### src/rtl/micro_event_sequencer_pkg.sv
// Shared encodings for the micro event sequencer: FSM states, event source,
// the double-fault vector and the latched event record.
package micro_event_sequencer_pkg;

  localparam logic [2:0] MES_IDLE     = 3'd0;
  localparam logic [2:0] MES_FLUSH    = 3'd1;
  localparam logic [2:0] MES_DRAIN    = 3'd2;
  localparam logic [2:0] MES_INIT     = 3'd3;
  localparam logic [2:0] MES_LOAD     = 3'd4;
  localparam logic [2:0] MES_ACK      = 3'd5;
  localparam logic [2:0] MES_SHUTDOWN = 3'd6;

  typedef enum logic [2:0] {
    ST_IDLE     = MES_IDLE,
    ST_FLUSH    = MES_FLUSH,
    ST_DRAIN    = MES_DRAIN,
    ST_INIT     = MES_INIT,
    ST_LOAD     = MES_LOAD,
    ST_ACK      = MES_ACK,
    ST_SHUTDOWN = MES_SHUTDOWN
  } mes_state_e;

  localparam logic [7:0] DF_VECTOR = 8'd8;

  localparam logic MES_SRC_EXC = 1'b0;
  localparam logic MES_SRC_INT = 1'b1;

  typedef enum logic {
    SRC_EXC = MES_SRC_EXC,
    SRC_INT = MES_SRC_INT
  } mes_src_e;

  typedef struct packed {
    logic [7:0]  vector;
    logic [31:0] eip;
    logic        push_error;
  } mes_event_t;

  // States in which a new exception strobe counts as nested and escalates.
  function automatic logic is_in_flight(input mes_state_e s);
    return (s == ST_FLUSH) || (s == ST_DRAIN) || (s == ST_INIT) || (s == ST_LOAD);
  endfunction

endpackage

### src/rtl/micro_event_sequencer_drain_timer.sv
// Drain wait counter: clear, count enable, and a terminal-count flag that
// rises on the last permitted DRAIN cycle.
module micro_event_sequencer_drain_timer #(
  parameter int DRAIN_TIMEOUT = 64,
  parameter int CNT_W         = 7
) (
  input  logic clk,
  input  logic rst_n,
  input  logic clr,
  input  logic en,
  output logic tc
);

  logic [CNT_W-1:0] count;

  // NOTE: sequential state uses non-blocking assignments and the reset is
  // sampled on the clock edge (synchronous), so it sits inside the clocked branch.
  always_ff @(posedge clk) begin
    if (!rst_n) begin
      count <= '0;
    end else if (clr) begin
      count <= '0;
    end else if (en) begin
      count <= count + 1'b1;
    end
  end

  assign tc = (count == CNT_W'(DRAIN_TIMEOUT - 1));

endmodule

### src/rtl/micro_event_sequencer.sv
// Sequences exceptions and external interrupts into the microcode unit as a
// micro_reset / exc_init / exc_load pulse train, with double-fault escalation.
module micro_event_sequencer
  import micro_event_sequencer_pkg::*;
#(
  parameter int DRAIN_TIMEOUT = 64,
  parameter int CNT_W         = 7
) (
  input  logic        clk,
  input  logic        rst_n,
  input  logic        exc_req,
  input  logic [7:0]  exc_req_vector,
  input  logic [31:0] exc_req_eip,
  input  logic        exc_req_push_error,
  input  logic        int_req,
  input  logic [7:0]  int_vector,
  input  logic [31:0] int_eip,
  input  logic        if_flag,
  input  logic        micro_busy,
  input  logic        rd_busy,
  input  logic        micro_ready,
  output logic        micro_reset,
  output logic        exc_init,
  output logic        exc_load,
  output logic [31:0] exc_eip,
  output logic [7:0]  exc_vector,
  output logic        exc_push_error,
  output logic        int_ack,
  output logic        drain_timeout,
  output logic        shutdown,
  output logic        seq_busy
);

  mes_state_e state;
  mes_src_e   src;
  mes_event_t ev;
  logic       df_active;

  logic timer_clr;
  logic timer_en;
  logic timer_tc;

  // NOTE: every signal written in always_comb gets a value on every path,
  // otherwise synthesis infers a latch.
  always_comb begin
    timer_clr = 1'b0;
    timer_en  = 1'b0;
    if (state == ST_FLUSH) begin
      timer_clr = 1'b1;
    end else if (state == ST_DRAIN) begin
      timer_en = rd_busy && !timer_tc && !exc_req;
    end
  end

  micro_event_sequencer_drain_timer #(
    .DRAIN_TIMEOUT (DRAIN_TIMEOUT),
    .CNT_W         (CNT_W)
  ) u_drain_timer (
    .clk   (clk),
    .rst_n (rst_n),
    .clr   (timer_clr),
    .en    (timer_en),
    .tc    (timer_tc)
  );

  always_ff @(posedge clk) begin
    if (!rst_n) begin
      state         <= ST_IDLE;
      src           <= SRC_EXC;
      ev            <= '0;
      df_active     <= 1'b0;
      micro_reset   <= 1'b0;
      exc_init      <= 1'b0;
      exc_load      <= 1'b0;
      int_ack       <= 1'b0;
      drain_timeout <= 1'b0;
      shutdown      <= 1'b0;
      seq_busy      <= 1'b0;
    end else begin
      micro_reset <= 1'b0;
      exc_init    <= 1'b0;
      exc_load    <= 1'b0;
      int_ack     <= 1'b0;

      if (exc_req && is_in_flight(state)) begin
        // Nested exception: first one becomes a double fault, the next one
        // is a triple fault and parks the sequencer until reset.
        if (df_active) begin
          state    <= ST_SHUTDOWN;
          shutdown <= 1'b1;
          seq_busy <= 1'b1;
        end else begin
          ev.vector     <= DF_VECTOR;
          ev.eip        <= exc_req_eip;
          ev.push_error <= 1'b1;
          src           <= SRC_EXC;
          df_active     <= 1'b1;
          state         <= ST_FLUSH;
          micro_reset   <= 1'b1;
          seq_busy      <= 1'b1;
        end
      end else begin
        case (state)
          ST_IDLE: begin
            if (exc_req) begin
              ev.vector     <= exc_req_vector;
              ev.eip        <= exc_req_eip;
              ev.push_error <= exc_req_push_error;
              src           <= SRC_EXC;
              state         <= ST_FLUSH;
              micro_reset   <= 1'b1;
              seq_busy      <= 1'b1;
            end else if (int_req && if_flag && !micro_busy) begin
              ev.vector     <= int_vector;
              ev.eip        <= int_eip;
              ev.push_error <= 1'b0;
              src           <= SRC_INT;
              state         <= ST_FLUSH;
              micro_reset   <= 1'b1;
              seq_busy      <= 1'b1;
            end
          end

          ST_FLUSH: begin
            state <= ST_DRAIN;
          end

          ST_DRAIN: begin
            if (!rd_busy) begin
              state    <= ST_INIT;
              exc_init <= 1'b1;
            end else if (timer_tc) begin
              drain_timeout <= 1'b1;
              state         <= ST_INIT;
              exc_init      <= 1'b1;
            end
          end

          ST_INIT: begin
            state    <= ST_LOAD;
            exc_load <= 1'b1;
          end

          ST_LOAD: begin
            if (micro_ready) begin
              state   <= ST_ACK;
              int_ack <= (src == SRC_INT);
            end else begin
              exc_load <= 1'b1;
            end
          end

          ST_ACK: begin
            df_active <= 1'b0;
            state     <= ST_IDLE;
            seq_busy  <= 1'b0;
          end

          ST_SHUTDOWN: begin
            shutdown <= 1'b1;
            seq_busy <= 1'b1;
          end

          default: begin
            state    <= ST_IDLE;
            seq_busy <= 1'b0;
          end
        endcase
      end
    end
  end

  assign exc_eip        = ev.eip;
  assign exc_vector     = ev.vector;
  assign exc_push_error = ev.push_error;

endmodule

### config.mk
export PLATFORM = sky130hd
export DESIGN_NAME = micro_event_sequencer
export DESIGN_NICKNAME = d
export VERILOG_FILES = /design/src/rtl/micro_event_sequencer_pkg.sv /design/src/rtl/micro_event_sequencer_drain_timer.sv /design/src/rtl/micro_event_sequencer.sv
export SDC_FILE = /design/constraint.sdc
export NUM_CORES = 1
export LEC_CHECK = 0
export ABC_AREA = 1
export CAP_MARGIN = 10
export CORE_MARGIN = 2
export CORE_UTILIZATION = 45
export CTS_CLUSTER_DIAMETER = 30
export CTS_CLUSTER_SIZE = 12
export DETAILED_ROUTE_END_ITERATION = 8
export GPL_ROUTABILITY_DRIVEN = 0
export PLACE_DENSITY_LB_ADDON = 0.1
export SYNTH_ARGS = -nofsm -noshare
export SYNTH_HDL_FRONTEND = slang
export SYNTH_SLANG_ARGS = --single-unit
export TNS_END_PERCENT = 100
### constraint.sdc
create_clock -name clk -period 2.99 [get_ports clk]
set_clock_uncertainty 0.2 [all_clocks]
set_input_delay 0.299 -clock clk [delete_from_list [all_inputs] [get_ports clk]]
set_output_delay 0.299 -clock clk [all_outputs]
set_load 0.1 [all_outputs]
==> flow_metrics.tcl, run 1 <==
set metrics [dict create \
    synthFlopType "dfxtp_1" \
    synth_compound_area_share_pct 10.9 \
    vias 3147 \
    clk-insertion-delay-late_ps 330 \
    synth_xor_xnor_area_share_pct 0.594 \
    placed_area_um2 4120 \
    start_util_pct 46.4 \
    avgSynthCellArea_um2 6.61 \
    ys_ff_latch 60 \
    grt_usage_pct 22.8 \
    cts_hold_buf 0 \
    seqPwrFrac_pct 24.1 \
    first_iter_violations 160 \
    syn_inst 446 \
    dpl_worst_slack_ps 707 \
    ys_top_cells_by_area "dfxtp_1 41%, nand2_1 21%, nor2_1 11%" \
    cp.required_ps 3050 \
    hold_viol 0 \
    drt_pass1_iterations 4 \
    fmax_mhz 464 \
    relSlewSlack_pct 66.8 \
    clockBufferDepth 2 \
    cts_sinks 60 \
    maxCapViolCount 0 \
    ys_types 37 \
    path_class "reg -> reg" \
    layout-drive-gt1-share_pct 14.4 \
    yosys.area.top_type "dfxtp_1" \
    fin_setup_tns_ps 0 \
    place_inst 638 \
    antenna_found_initial 0 \
    synth-async-reset-ratio_pct 0 \
    status "complete, no violations" \
    die_h_um 84.9 \
    final_cells 652 \
    ys_warn_count 0 \
    ios 137 \
    drt-total-wl_um 7960 \
    peakVddDrop_v 0.00106 \
    arrival_ps 2220 \
    cp-start-kind "flop" \
    yosys.area.top_type_share_pct 40.8 \
    hold_path.class "in -> reg" \
    viasPerCell 4.83 \
    pwr-share-comb_pct 64.2 \
    power.total_mw 5.53 \
    final_area_um2 4300 \
    die_area_um2 7210 \
    synth-seq-area-share_pct 40.8 \
    syn_nets 536 \
    synth_fa_ha_area_share_pct 0.425 \
    crit_path_end_kind "flop" \
    avgRoutedWirePerCell_um 12.2 \
    drc 0 \
    synth_common_cells "164 x nand2_1, 84 x nor2_1, 60 x dfxtp_1" \
    synth_top_family_by_area "simple AND/OR/NAND/NOR gates" \
    portBuffers 136 \
    power.density_nw_per_um2 1290 \
    first_global_vias 3089 \
    fin_hold_ws_ps 193 \
    period_share_pct 72.1 \
    synthMuxAreaShare_pct 0 \
    final_antenna_net_count 0 \
    dpl.hpwl_um 5850 \
    switching_share_pct 60.2 \
    grt_max_degree 47 \
    final_nets 662 \
    diodes 0 \
    synth_area_um2 2950 \
    setup_viol 0 \
    fin_ws_ps 836 \
    grt_pass1_wl_um 13400 \
    synth.most_common_cell "nand2_1" \
    core-area_um2 6350 \
    die_x_um 84.9 \
    fin_util_pct 67.7 \
    area_delta_synth_final_pct 45.9 \
    cts_setup_buffers 0 \
    clk_pin_slew_ps 70 \
    cts_tree "done" \
    synth_simple_gate_area_share_pct 39.4 \
    htreeDepth 3 \
    row_count 29 \
    drv_slew 0 \
    cts_root_buffer "clkbuf_8" \
    overflow 0 \
    cp_max_fo 40 \
    period_minus_slack_ps 2150 \
    cts_resized 0 \
    intPower_mw 2.20 \
    switchingPower_mw 3.33 \
    rsz0062_at_grt "no" \
    cts_buffers 9 \
    tightest_slew_ps 497 \
    p_clk_share_pct 11.7 \
    synth_edf_count 0 \
    leakage_nw 2.05 \
]
-- power groups by stage --
stage               clock (mW)  sequential, mW  combinational [mW]
floorplan                    0            3.26                1.03
global placement             0            1.34                3.53
detailed placement           0            1.34                3.57
CTS                      0.656            1.33                3.57
global route             0.692            1.37                3.75
finish                   0.647            1.33                3.55
-- routing by layer --
layer / GRT usage (%) / wire length (um)
met4: 9.52 / 95
met5: 0 / 0
met2: 39.7 / 3860
met3: 5.93 / 499
met1: 26.7 / 3510
-- worst max-delay path, cell delays in order (launching register included) --
cell and delay, ps:
dfxtp_1 630, nor2_8 70, nand2_2 100, nand2_2 90
nand3_2 100, nand2_4 230, inv_4 410, nand2_4 110
a21oi_2 130
-- worst paths after layout --
path	to	cells after the start	slack, ps	start
hold reg to reg	u_drain_timer.count[6]	2	260	u_drain_timer.count[6]
hold / removal	exc_eip[19]	3	190	rst_n
setup / recovery	exc_vector[6]	8	840	state[0]
setup reg to reg	exc_vector[6]	8	840	state[0]
-- layout by cell type (no fill, tap or decap), types with 2 or more instances in the layout --
cell | netlist | final
nand3_1 | 18 | 18
nor2_2 | 2 | 2
clkdlybuf4s50_1 | 0 | 86
nand2_1 | 164 | 164
inv_1 | 12 | 12
a21oi_1 | 15 | 15
nor2_1 | 84 | 84
o21ai_0 | 24 | 24
o21ai_1 | 14 | 14
buf_4 | 0 | 51
buf_2 | 3 | 2
clkinv_2 | 0 | 2
clkbuf_8 | 0 | 12
nand2_4 | 2 | 2
nand4_1 | 2 | 2
dfxtp_1 | 60 | 60
a21oi_2 | 2 | 2
inv_2 | 2 | 2
nand2_2 | 3 | 3
-- cell families after synthesis --
family / after synthesis
AND/OR/NAND/NOR: 283
AO/OA/AOI/OAI: 60
flip-flops: 60
buffers and inverters: 40
XOR/XNOR: 2
adder cells (fa/ha/maj): 1
-- area by class of cell --
class,count,area (um^2)
clock buffer,12,165
multi-input combinational,346,1510
tap,77,96.3
timing repair buffer,139,1250
inverter,16,62.6
clock inverter,2,10.0
sequential,60,1200
fill,575,2050
-- sequential cells by signal (all words and copies together), names as in the netlist --
signal,flops
df_active,1
drain_timeout,1
exc_eip,32
exc_init,1
exc_load,1
exc_push_error,1
exc_vector,8
int_ack,1
micro_reset,1
seq_busy,1
shutdown,1
src,1
state,3
u_drain_timer.count,7
Note: power is estimated with default switching activity, not from simulation.
==> run 2, diff against run 1 <==
Settings changed: CORE_UTILIZATION 45 to 37.
Clock period 2.99 ns to 1.75 ns, I/O delays scaled along.
==> flow_metrics.tcl, run 2 (same netlist as run 1, synthesis figures left out) <==
set metrics [dict create \
    status "complete, no violations" \
    cp-start-kind "flop" \
    power.density_nw_per_um2 2290 \
    portBuffers 136 \
    area_delta_synth_final_pct 77.2 \
    leakage_nw 2.35 \
    first_iter_violations 153 \
    clk_pin_slew_ps 60 \
    die_x_um 93.2 \
    grt_max_degree 44 \
    peakVddDrop_v 0.00131 \
    fin_util_pct 67.6 \
    vias 3300 \
    clockBufferDepth 2 \
    max_stage_delay_ps 370 \
    cts_root_buffer "clkbuf_8" \
    htreeDepth 3 \
    crit_path_end_kind "flop" \
    avgRoutedWirePerCell_um 13.1 \
    arrival_ps 1710 \
    relSlewSlack_pct 72.3 \
    start_util_pct 38.1 \
    drv_slew 0 \
    layout-drive-gt1-share_pct 18.0 \
    maxCapViolCount 0 \
    placed_area_um2 4880 \
    setup_viol 0 \
    period_minus_slack_ps 1690 \
    cts_setup_buffers 0 \
    cts_tree "done" \
    period_share_pct 96.8 \
    cp_max_fo 14 \
    crit_top_cell "nand2_2" \
    cp.required_ps 1760 \
    overflow 0 \
    hold_path.class "in -> reg" \
    core-area_um2 7730 \
    layout_common_cells "162 x nand2_1, 86 x clkdlybuf4s50_1, 84 x nor2_1" \
    place_inst 674 \
    crit_buf_inv 2 \
    clk-insertion-delay-late_ps 330 \
    fmax_mhz 590 \
    ios 137 \
    layout_commonest_cell "nand2_1" \
    drt-total-wl_um 9070 \
    fin_setup_tns_ps 0 \
    drc 0 \
    diodes 0 \
    path_delay_family "simple AND/OR/NAND/NOR gates" \
    antenna_found_initial 0 \
    path_class "reg -> reg" \
    cp_slowest_cell "dfxtp_2" \
    die_h_um 93.2 \
    cts_sinks 60 \
    final_nets 675 \
    largest_reg_flops 32 \
    final_cells 692 \
    hold_viol 0 \
    grt_pass1_wl_um 14500 \
    crit_chain "buf_4 -> nor2_8 -> nand2_2 -> nand2_2 -> nand3_4 -> nand2_8 -> buf_12 -> o21ai_0 -> nor2_1" \
    grt_usage_pct 20.6 \
    power.total_mw 12.0 \
    viasPerCell 4.77 \
    tightest_slew_ps 415 \
    first_global_vias 3096 \
    row_count 32 \
    final_antenna_net_count 0 \
    die_area_um2 8690 \
    drt_pass1_iterations 5 \
    final_area_um2 5220 \
    cts_buffers 9 \
    dpl.hpwl_um 6400 \
]
-- run 2: stage by stage --
stage / worst slack, ps / hold slack (ps)
floorplan: 243 / 69.1
global route: -5.89 / 92.0
detailed placement: -86.8 / 234
global placement: -53.9 / 232
CTS: 6.00 / 71.3
finish: 55.5 / 75.4
-- run 2: tightest hold or removal path, delay by kind of cell --
kind                   cells  cell delay, ps
AND/OR/NAND/NOR            2             150
buffers and inverters      1             230
-- run 2: repair_timing --
action                     4_1_cts  5_1_grt
setup endpoints to repair       43       52
hold buffers                     0        0
pin swaps                        0        1
gates cloned                     0        2
resized for setup                3       16
-- run 2: final timing paths --
kind | start | to | slack [ps] | depth (start not counted)
min | rst_n | state[1] | 80 | 3
max reg2reg | state[1] | exc_eip[2] | 60 | 9
max | state[1] | exc_eip[2] | 60 | 9
min reg2reg | u_drain_timer.count[6] | u_drain_timer.count[6] | 250 | 2
-- run 2: metal layers --
layer	wire [um]	global-route usage, %	share of wire (%)
met2	4470	34.8	49
met1	3660	24.8	40
met3	814	7.25	9.0
met5	0	0	0
met4	117	5.51	1.3
-- run 2: cell type report --
| class | count | area [um^2] |
|---|---|---|
| repair buffers | 151 | 2000 |
| clock buffers | 12 | 155 |
| well taps | 102 | 128 |
| multi-input cells | 346 | 1550 |
| inverters | 16 | 72.6 |
| repair inverters | 1 | 8.76 |
| fillers | 634 | 2510 |
| flip-flops and latches | 60 | 1200 |
| clock inverters | 4 | 95.1 |
-- run 2: where the power goes --
| part | internal (mW) | switching, mW | leakage [nW] |
|---|---|---|---|
| Clock | 1.02 | 0.544 | 0.127 |
| Sequential | 1.91 | 0.579 | 0.495 |
| Combinational | 2.77 | 5.15 | 1.73 |
| Total | 5.70 | 6.27 | 2.35 |
==> run 3, diff against run 2 <==
Settings changed: CTS_CLUSTER_SIZE 12 to unset, GPL_ROUTABILITY_DRIVEN 0 to unset.
==> results of run 3 <==
No change in the layout: final DEF, timing and power equal those of run 2.
